File: src/rtl/fifo_flops_ext.sv
// Flop-based synchronous FIFO with standard or first-word-fall-through read,
// occupancy count, almost-full/empty thresholds, error pulses and flush.
module fifo_flops_ext #(
  parameter int depth = 8,
  parameter int bits  = 16,
  parameter int fwft  = 0,
  parameter int af_th = depth - 2,
  parameter int ae_th = 1
) (
  input  logic                         clk,
  input  logic                         rst,
  input  logic [bits-1:0]              Din,
  input  logic                         push,
  input  logic                         pop,
  input  logic                         flush,
  output logic [bits-1:0]              Dout,
  output logic                         full,
  output logic                         pndng,
  output logic                         almost_full,
  output logic                         almost_empty,
  output logic [$clog2(depth+1)-1:0]   count,
  output logic                         overflow,
  output logic                         underflow
);

  localparam int PW = (depth > 1) ? $clog2(depth) : 1;
  localparam int CW = $clog2(depth + 1);
  localparam logic [PW-1:0] LAST_PTR = PW'(depth - 1);

  if (depth < 2) begin : g_bad_depth
    $error("fifo_flops_ext: depth must be at least 2");
  end
  if (af_th < 1 || af_th > depth) begin : g_bad_af_th
    $error("fifo_flops_ext: af_th must lie in 1..depth");
  end
  if (ae_th < 0 || ae_th > depth - 1) begin : g_bad_ae_th
    $error("fifo_flops_ext: ae_th must lie in 0..depth-1");
  end

  logic [bits-1:0] mem_q [depth];
  logic [bits-1:0] mem_d [depth];
  logic [PW-1:0]   wr_ptr_q, wr_ptr_d;
  logic [PW-1:0]   rd_ptr_q, rd_ptr_d;
  logic [CW-1:0]   count_q, count_d;
  logic [bits-1:0] dout_q, dout_d;
  logic            overflow_q, overflow_d;
  logic            underflow_q, underflow_d;
  logic            push_ok, pop_ok;

  // Flags decode only the registered count, so push/pop never reach them combinationally.
  assign full         = (count_q == CW'(depth));
  assign pndng        = (count_q != '0);
  assign almost_full  = (count_q >= CW'(af_th));
  assign almost_empty = (count_q <= CW'(ae_th));
  assign count        = count_q;
  assign overflow     = overflow_q;
  assign underflow    = underflow_q;
  assign Dout         = (fwft != 0) ? mem_q[rd_ptr_q] : dout_q;

  always_comb begin
    push_ok     = push && (!full || pop) && !flush;
    pop_ok      = pop && pndng && !flush;
    overflow_d  = push && full && !pop && !flush;
    underflow_d = pop && !pndng && !flush;
    mem_d       = mem_q;
    wr_ptr_d    = wr_ptr_q;
    rd_ptr_d    = rd_ptr_q;
    count_d     = count_q;
    dout_d      = dout_q;
    if (flush) begin
      wr_ptr_d = '0;
      rd_ptr_d = '0;
      count_d  = '0;
      dout_d   = '0;
    end else begin
      if (push_ok) begin
        mem_d[wr_ptr_q] = Din;
        wr_ptr_d = (wr_ptr_q == LAST_PTR) ? '0 : wr_ptr_q + 1'b1;
      end
      if (pop_ok) begin
        dout_d   = mem_q[rd_ptr_q];
        rd_ptr_d = (rd_ptr_q == LAST_PTR) ? '0 : rd_ptr_q + 1'b1;
      end
      if (push_ok && !pop_ok) begin
        count_d = count_q + 1'b1;
      end else if (pop_ok && !push_ok) begin
        count_d = count_q - 1'b1;
      end
    end
  end

  // Storage is never reset or flushed; the pointers alone define what is valid.
  always_ff @(posedge clk) begin
    mem_q <= mem_d;
  end

  always_ff @(posedge clk or negedge rst) begin
    if (!rst) begin
      wr_ptr_q    <= '0;
      rd_ptr_q    <= '0;
      count_q     <= '0;
      dout_q      <= '0;
      overflow_q  <= 1'b0;
      underflow_q <= 1'b0;
    end else begin
      wr_ptr_q    <= wr_ptr_d;
      rd_ptr_q    <= rd_ptr_d;
      count_q     <= count_d;
      dout_q      <= dout_d;
      overflow_q  <= overflow_d;
      underflow_q <= underflow_d;
    end
  end

endmodule

File: config.mk
export PLATFORM = sky130hd
export DESIGN_NAME = fifo_flops_ext
export DESIGN_NICKNAME = d
export VERILOG_FILES = /design/src/rtl/fifo_flops_ext.sv
export SDC_FILE = /design/constraint.sdc
export NUM_CORES = 1
export LEC_CHECK = 0
export BUFFER_PORTS_ARGS = -buffer_cell sky130_fd_sc_hd__buf_2
export CORE_ASPECT_RATIO = 1.5
export CORE_MARGIN = 2
export CORE_UTILIZATION = 40
export DETAILED_ROUTE_END_ITERATION = 6
export HOLD_SLACK_MARGIN = 0.15
export SYNTH_ARGS = -nofsm -noshare
export SYNTH_HDL_FRONTEND = slang
export SYNTH_SLANG_ARGS = --single-unit
File: constraint.sdc
create_clock -name clk -period 8.9 [get_ports clk]
set_clock_uncertainty 0.1 [all_clocks]
set_input_delay 1.78 -clock clk [delete_from_list [all_inputs] [get_ports clk]]
set_output_delay 1.78 -clock clk [all_outputs]
set_load 0.02 [all_outputs]
### Word level (Yosys, flattened, before mapping)

Index checks and enable logic that the tools add are counted.

| storage, ports and cells | value |
|---|---|
| memories | 0 |
| bits in latches | 0 |
| flip-flop bits (word level) | 156 |
| RAM bits | 0 |
| memory bits (read-only) | 0 |
| logic and storage cells | 70 |
| bits of input ports | 21 |
| output and inout bits | 26 |

| cells by class | value |
|---|---|
| shifts and indexed selects | 0 |
| magnitude comparators | 5 |
| add/sub/neg operators | 4 |
| div/mod/pow operators | 0 |
| muxes and demuxes | 17 |
| equality and inequality tests | 3 |
| reductions and logical operators | 24 |
| $mul | 0 |
| bitwise logic cells | 3 |

Operators with widths:

| operator | number |
|---|---|
| $bwmux 128 | 1 |
| $mux 16 | 5 |
| $bmux 16 s3 | 1 |
| $demux 16 s3 | 1 |
| $mux 3 | 6 |
| $logic_and 1x1->1 | 12 |
| $mux 4 | 3 |
| $ge 4x4->1 const B | 2 |
| $not 3->4 | 2 |
| $add 3x1->3 const B | 2 |
| $eq 3x3->1 const B | 2 |
| $logic_not 1->1 | 6 |
| $add 4x1->4 const B | 1 |
| $eq 4x4->1 const B | 1 |
| $ge 4x3->1 const B | 1 |
| $le 4x1->1 const B | 1 |
| $lt 4x1->1 const B | 1 |
| $reduce_bool 2->1 | 2 |
| $reduce_bool 4->1 | 1 |
| $sub 4x1->4 const B | 1 |
| $reduce_bool 3->1 | 1 |
| $reduce_and 2->1 | 1 |
| $logic_or 1x1->1 | 1 |
| $not 1->1 | 1 |

### Longest topological paths before layout

Gate-level depths: netlist (run 1).

| depth | value |
|---|---|
| depth after elaboration | 10 |
| mapped depth | 9 |

### Least setup slack after synthesis (run 1)

Ideal clock, no wire load.

| timing | value |
|---|---|
| kind | input to register |
| start | input pop |
| end | register mem_q[112] (netlist bit), enable pin |
| stages | 4 |
| library setup time | 0.409 ns |
| path slack | 4.755 ns |
| required time | 8.391 ns |
| arrival | 3.636 ns |
| buffers on the path | 1 |
| path through | clkbuf_1 -> nor4bb_1 -> or3_1 -> nor3_1 |

| on the way | value |
|---|---|
| longest elaborated chain between the ends | 4 |

Ends and longest elaborated chain:

| what | line | source |
|---|---|---|
| start: declaration | 14 | `input logic pop,` |
| $logic_or 1x1->1 | 61 | `push_ok = push && (!full \|\| pop) && !flush;` |
| $logic_and 1x1->1 (2 in a row) | 61 |  |
| $reduce_and 2->1 (no line) | - |  |
| end signal: assignment | 94 | `mem_q <= mem_d;` |
| end: declaration | 40 | `logic [bits-1:0] mem_q [depth];` |

Every way passes these cells.
A chain may end at the register's enable or synchronous reset.

### Worst setup path in the final report (run 1)

| timing | value |
|---|---|
| start | input flush |
| end | register mem_q[60] (netlist bit), enable pin |

| on the way | value |
|---|---|
| longest elaborated chain between the ends | 3 |

Ends and longest elaborated chain:

| what | line | source |
|---|---|---|
| start: declaration | 15 | `input logic flush,` |
| $logic_not 1->1 | 61 |  |
| $logic_and 1x1->1 | 61 |  |
| $reduce_and 2->1 (no line) * | - |  |

Every way passes the cells marked *; elsewhere a longest branch is shown, timed or not.

==> impl_summary.log, run 1 <==
[metrics] status: finished, final reports clean
[metrics] Max-Cap Viols: 0
[metrics] met2 Track Usage GR: 0.270
[metrics] Cell Area, Placed: 6800 um2
[metrics] post-cts repair resize count: 0
[metrics] overall die height: 158 um
[metrics] DIE AREA: 17000 um2
[metrics] Initial DRT Pass Iterations: 4
[metrics] number of hold violations in the final report: 0
[metrics] Post-DP HPWL: 7500 um
[metrics] setup repair bufs after CTS: 0
[metrics] startpoint-to-endpoint class of the critical path: in2reg
[metrics] total number of yosys warnings: 0
[metrics] Final Slew Violations: 0
[metrics] r2r worst-path depth: 6
[metrics] destination of the worst register-to-register timing path: mem_q[60]$_DFFE_PP_
[metrics] Vias/cell: 5.26
[metrics] number of H-tree levels: 4
[metrics] residual DRC count: 0
[metrics] CP startpoint kind: primary input
[metrics] Min-Delay Path Class: reg2reg
[metrics] share of the yosys chip area belonging to registers: 0.714
[metrics] top-level I/O count: 47
[metrics] number of buffers between clock root and the deepest sink: 2
[metrics] final weighted congestion in routability-driven placement: 0.779
[metrics] launch instance of the worst register-to-register path: count[1]$_DFFE_PN0P_
[metrics] met3 Use GR: 0.0332
[metrics] vias in the first global route: 3418
[metrics] horizontal die dimension: 107 um
[metrics] Final Total Pwr: 0.00197 W
[metrics] count of distinct cell types in the synthesized netlist: 38
[metrics] worst slew slack as a fraction of its limit: 0.283
[metrics] dominant cells by area after synthesis: edfxtp_1 (60%), mux4_2 (11%), dfrtp_1 (11%), a211oi_2 (3.1%), mux2i_1 (2.5%)
[metrics] period utilization: 0.440
[metrics] wire length of the first global-routing pass: 18900 um
[metrics] mean area per synthesized cell: 18.5 um2
[metrics] Min-Delay Path Depth: 2
[metrics] leakage dissipation: 2.60 nW
[metrics] wire length per cell after detailed routing: 19.5 um
[metrics] IO Port Bufs: 46
[metrics] post-route cell area: 7440 um2
[metrics] maximum operating frequency: 256 MHz
[metrics] count of endpoints failing setup in the final report: 0
[metrics] commonest non-fill, non-tap cell in the layout: edfxtp_1
[metrics] cell type with the highest aggregate area in the netlist: edfxtp_1
[metrics] CTS Hold Buffers Added: 0
[metrics] insertion delay of the later-clocked pin in the worst-skew pair: 0.41 ns
[metrics] Cell Area, Synth: 6360 um2
[metrics] post-detailed-route count of antenna-violating nets: 0
[metrics] met1 capacity usage during global routing: 0.181
[metrics] core outline area: 15600 um2
[metrics] CTS tree: built
[metrics] number of antenna violations at the first check in global routing: 0
[metrics] area growth from synthesis to layout: 16.9%
[metrics] clock sink count: 156
[metrics] PwrDens: 265 nW/um2
[metrics] number of DRC markers after the initial detailed-route iteration: 204
[metrics] data arrival at the endpoint of the critical path: 3.92 ns
[metrics] antenna diode count: 0
[metrics] Vias: 3222
[metrics] layout cell share with drive strength beyond 1: 0.346
[metrics] Crit. Startpoint: flush
[metrics] Worst setup EP type: flip-flop
[metrics] number of nets in the finished design: 426
[metrics] area share of the leading cell type in the synthesized netlist: 0.604
[metrics] Root Buffer Master: clkbuf_16
[metrics] critical path fanouts, max: 31
[metrics] standard-cell rows: 56
[metrics] overall fraction of global-route tracks in use: 0.153
[metrics] syn_nets: 373
[metrics] required time at the worst-slack endpoint: 8.91 ns
[metrics] cell count after synthesis: 344
[metrics] pin count of the biggest net entering global routing: 36
[metrics] total CTS buffers: 17
[metrics] commonest cells after routing, fill and taps aside: edfxtp_1 (128), buf_2 (46), mux4_2 (32)
[metrics] r2r setup slk: 6.03 ns
[metrics] Most Used Layer, Global Route: met2
[metrics] actual transition at the worst max-transition pin: 1.08 ns
[metrics] total negative setup slack: 0 ns
[metrics] largest vdd supply drop: 155 uV
[metrics] clock edge transition at the registers on the reported setup and hold paths: 0.06 ns
[metrics] overall overflow remaining after global route: 0
[metrics] min cycle time layout: 3.91 ns
[metrics] critical path endpoint: mem_q[60]$_DFFE_PP_
[metrics] unrepaired setup endpoints after global routing: no
[metrics] wire length after detailed routing: 12000 um
[metrics] post-synthesis register bit count: 156
[metrics] Initial Util: 0.407
## logic make-up (layout without fill, tap and decap cells)
group / after synthesis / after routing / synth area share
mux: 52 / 52 / 0.145
flops: 156 / 156 / 0.714
simple gates: 68 / 68 / 0.0517
buf+inv: 26 / 92 / 0.0236
fa+ha+maj: 8 / 8 / 0.0157
compound gates: 34 / 34 / 0.0493
## where the power goes
| part | switching [W] | internal, W | total [W] |
|---|---|---|---|
| Combinational | 0.000187 | 0.000142 | 0.000329 |
| Clock | 0.000279 | 0.000499 | 0.000778 |
| Sequential | 0.0000376 | 0.000828 | 0.000865 |
| Total | 0.000504 | 0.00147 | 0.00197 |
## cells in the mapped netlist
cell type  count
edfxtp_1     128
mux4_2        32
dfrtp_1       28
nor2_1        28
a211oi_2      16
mux2i_1       16
nand2_1       15
clkbuf_1       8
ha_1           8
a21oi_1        7
buf_2          6
inv_1          5
nand2b_1       5
buf_6          4
nor3_1         4
mux2_2         3
nand3_1        3
o21ai_0        3
or3_1          3
a211oi_1       2
a22oi_1        2
nor3b_1        2
a211o_1        1
a21o_1         1
a311oi_1       1
and2_4         1
and3_1         1
and3b_1        1
buf_1          1
buf_4          1
buf_8          1
mux2_1         1
nor2b_1        1
nor4bb_1       1
o2111ai_1      1
or3b_1         1
or4_1          1
or4bb_1        1
## stage by stage
step / hold slack (ns) / utilization / instances / worst slack (ns)
after floorplan: 0.444 / - / 344 / 4.76
after global placement: 0.481 / 0.435 / 581 / 4.59
after detailed placement: 0.475 / 0.435 / 581 / 4.53
after CTS: 0.483 / 0.476 / 613 / 4.94
after global routing: 0.534 / 0.476 / 613 / 4.89
final: 0.481 / 0.476 / 613 / 4.99
## final cells by class
cell class,instances,area [um2]
fillers,1332,8180
multi-input cells,162,1680
flip-flops and latches,156,4550
well taps,203,254
repair buffers,55,298
clock inverters,14,216
clock buffers,18,429
inverters,5,18.8
## routing by layer
layer  vias up  routed length (um)  share of wire
met5         -                   0              0
met1      1675                4930           0.41
met4         0                 264          0.022
met2        64                6430           0.54
li1       1468                   -              -
met3        15                 330          0.028
## sequential cells by signal (all words and copies together), names as in the netlist
signal	flops
mem_q	128
Dout	16
count	4
rd_ptr_q	3
wr_ptr_q	3
overflow	1
underflow	1
## worst max-delay path, stage by stage
cell	delay (ns)
buf_2	0.34
nand2b_1	0.34
or3_1	0.45
nor2_1	0.67
buf_4	0.32
## worst min path at each step
stage | slack (ns) | end | startpoint
2_1_floorplan | 0.44 | wr_ptr_q[0]$_DFFE_PN0P_ | wr_ptr_q[0]$_DFFE_PN0P_
3_3_place_gp | 0.48 | wr_ptr_q[0]$_DFFE_PN0P_ | wr_ptr_q[0]$_DFFE_PN0P_
3_5_place_dp | 0.48 | wr_ptr_q[0]$_DFFE_PN0P_ | wr_ptr_q[0]$_DFFE_PN0P_
4_1_cts | 0.48 | wr_ptr_q[0]$_DFFE_PN0P_ | wr_ptr_q[0]$_DFFE_PN0P_
5_1_grt | 0.53 | wr_ptr_q[0]$_DFFE_PN0P_ | wr_ptr_q[0]$_DFFE_PN0P_
6_report | 0.48 | wr_ptr_q[0]$_DFFE_PN0P_ | wr_ptr_q[0]$_DFFE_PN0P_
(Power assumes the default switching activity.)
==> run 2, diff against run 1 <==
Clock period 8.9 ns to 3.2 ns, I/O delays scaled along.
==> run 2 against run 1 <==
Compared with the run above:
- global-route usage rose by 0.43 points
- die area unchanged
- non-clock buffer count increased by 4
- combinational power grew to 2.7 times the previous value
- via count is the same
- count of clock-buffer cells in the layout did not move
==> impl_summary.log, run 2 (synthesis gave the netlist of run 1 again) <==
[metrics] detailed-routed wire length on met3: 380 um
[metrics] Cell Area, Placed: 6830 um2
[metrics] area growth from synthesis to layout: 16.8%
[metrics] launch instance of the worst register-to-register path: rd_ptr_q[0]$_DFFE_PN0P_
[metrics] critical path fanouts, max: 9
[metrics] area of the multi-input gates: 1680 um2
[metrics] overall overflow remaining after global route: 0
[metrics] core outline area: 15600 um2
[metrics] leakage dissipation: 2.60 nW
[metrics] DIE AREA: 17000 um2
[metrics] wire length per cell after detailed routing: 19.9 um
[metrics] number of buffers between clock root and the deepest sink: 2
[metrics] Post-DP HPWL: 7650 um
[metrics] r2r setup slk: 0.84 ns
[metrics] largest reg by FF count: mem_q
[metrics] total negative setup slack: 0 ns
[metrics] insertion delay of the later-clocked pin in the worst-skew pair: 0.41 ns
[metrics] destination of the worst register-to-register timing path: Dout[14]$_DFFE_PN0P_
[metrics] PwrDens: 720 nW/um2
[metrics] number of fill cells: 1303
[metrics] clock edge transition at the registers on the reported setup and hold paths: 0.06 ns
[metrics] data arrival at the endpoint of the critical path: 1.98 ns
[metrics] post-detailed-route count of antenna-violating nets: 0
[metrics] standard-cell rows: 56
[metrics] required time at the worst-slack endpoint: 2.46 ns
[metrics] CP startpoint kind: flip-flop
[metrics] Largest stage delay, worst path: 0.47 ns
[metrics] count of endpoints failing setup in the final report: 0
[metrics] Root Buffer Master: clkbuf_16
[metrics] startpoint-to-endpoint class of the critical path: reg2out
[metrics] uppermost routed layer: met4
[metrics] Vias: 3222
[metrics] setup repair bufs after CTS: 0
[metrics] min cycle time layout: 2.72 ns
[metrics] maximum operating frequency: 367 MHz
[metrics] Initial DRT Pass Iterations: 4
[metrics] post-cts repair resize count: 0
[metrics] largest vdd supply drop: 303 uV
[metrics] CTS Hold Buffers Added: 0
[metrics] unrepaired setup endpoints after global routing: no
[metrics] top-level I/O count: 47
[metrics] Largest register FFs: 128
[metrics] wire length of the first global-routing pass: 19300 um
[metrics] register area: 4550 um2
[metrics] number of nets in the finished design: 430
[metrics] wire length after detailed routing: 12300 um
[metrics] Placed Instances: 585
[metrics] final weighted congestion in routability-driven placement: 0.789
[metrics] Worst setup EP type: output port
[metrics] Routed met2 length: 6710 um
[metrics] horizontal die dimension: 107 um
[metrics] IO Port Bufs: 46
[metrics] layout cell share with drive strength beyond 1: 0.348
[metrics] actual transition at the worst max-transition pin: 0.945 ns
[metrics] number of hold violations in the final report: 0
[metrics] CTS tree: built
[metrics] number of DRC markers after the initial detailed-route iteration: 189
[metrics] cell at the slowest stage of the critical path: dfrtp_1
[metrics] commonest cells after routing, fill and taps aside: edfxtp_1 (128), buf_2 (46), mux4_2 (32)
[metrics] cell-by-cell listing of the critical path: inv_1 > ha_1 > or3b_1 > buf_2
[metrics] status: finished, final reports clean
[metrics] r2r worst-path depth: 4
[metrics] pin count of the biggest net entering global routing: 36
[metrics] Vias/cell: 5.21
[metrics] utilization after layout: 0.476
[metrics] vias in the first global route: 3469
[metrics] total routed wire length on the met1 layer: 5010 um
[metrics] overall fraction of global-route tracks in use: 0.157
[metrics] clock sink count: 156
[metrics] residual DRC count: 0
[metrics] Initial Util: 0.407
[metrics] Max-Cap Viols: 0
[metrics] total CTS buffers: 17
[metrics] overall die height: 158 um
[metrics] commonest non-fill, non-tap cell in the layout: edfxtp_1
[metrics] number of H-tree levels: 4
[metrics] filler-free cell count of the finished design: 618
[metrics] Final Total Pwr: 0.00535 W
[metrics] period utilization: 0.851
[metrics] Final Slew Violations: 0
[metrics] worst slew slack as a fraction of its limit: 0.370
[metrics] post-route cell area: 7430 um2
[metrics] Min-Delay Path Class: in2async
[metrics] number of antenna violations at the first check in global routing: 0
-- run 2: worst max path at each step --
stage / startpoint / end / slack (ns)
6_report: count[1]$_DFFE_PN0P_ / pndng / 0.48
5_1_grt: count[1]$_DFFE_PN0P_ / pndng / 0.38
4_1_cts: count[1]$_DFFE_PN0P_ / pndng / 0.47
3_5_place_dp: rd_ptr_q[0]$_DFFE_PN0P_ / Dout[14]$_DFFE_PN0P_ / 0.77
3_3_place_gp: rd_ptr_q[0]$_DFFE_PN0P_ / Dout[14]$_DFFE_PN0P_ / 0.78
2_1_floorplan: count[1]$_DFFE_PN0P_ / mem_q[112]$_DFFE_PP_ / 0.13
-- run 2: per-layer routing --
layer	track usage	vias to the layer above
li1	-	1476
met1	0.182	1664
met2	0.285	65
met3	0.0287	17
met4	0.0649	0
met5	0	-
-- run 2: final cells by class --
| class | count | area share |
|---|---|---|
| multi-input cells | 162 | 0.226 |
| flip-flops and latches | 156 | 0.612 |
| diodes | 1 | 0.000337 |
| repair buffers | 59 | 0.0441 |
| well taps | 203 | 0.0342 |
| clock inverters | 14 | 0.0237 |
| inverters | 5 | 0.00252 |
| clock buffers | 18 | 0.0577 |
-- run 2: worst max-delay path, delay by kind of cell (launching register included) --
family	cells	cell delay, ns
adder cells (fa/ha/maj)	1	0.32
AND/OR/NAND/NOR	1	0.46
buffers and inverters	2	0.32
flip-flops	1	0.47
-- run 2: power by group --
group	total, W	internal (W)	switching (W)
Sequential	0.00244	0.00230	0.000142
Clock	0.00204	0.00129	0.000744
Combinational	0.000873	0.000395	0.000478
Total	0.00535	0.00399	0.00136
-- run 2: metrics by stage --
stage | worst slack [ns] | hold WS (ns)
after floorplan | 0.126 | 0.244
after global placement | 0.776 | 0.479
after detailed placement | 0.769 | 0.475
after CTS | 0.469 | 0.214
after global routing | 0.380 | 0.249
final | 0.476 | 0.189
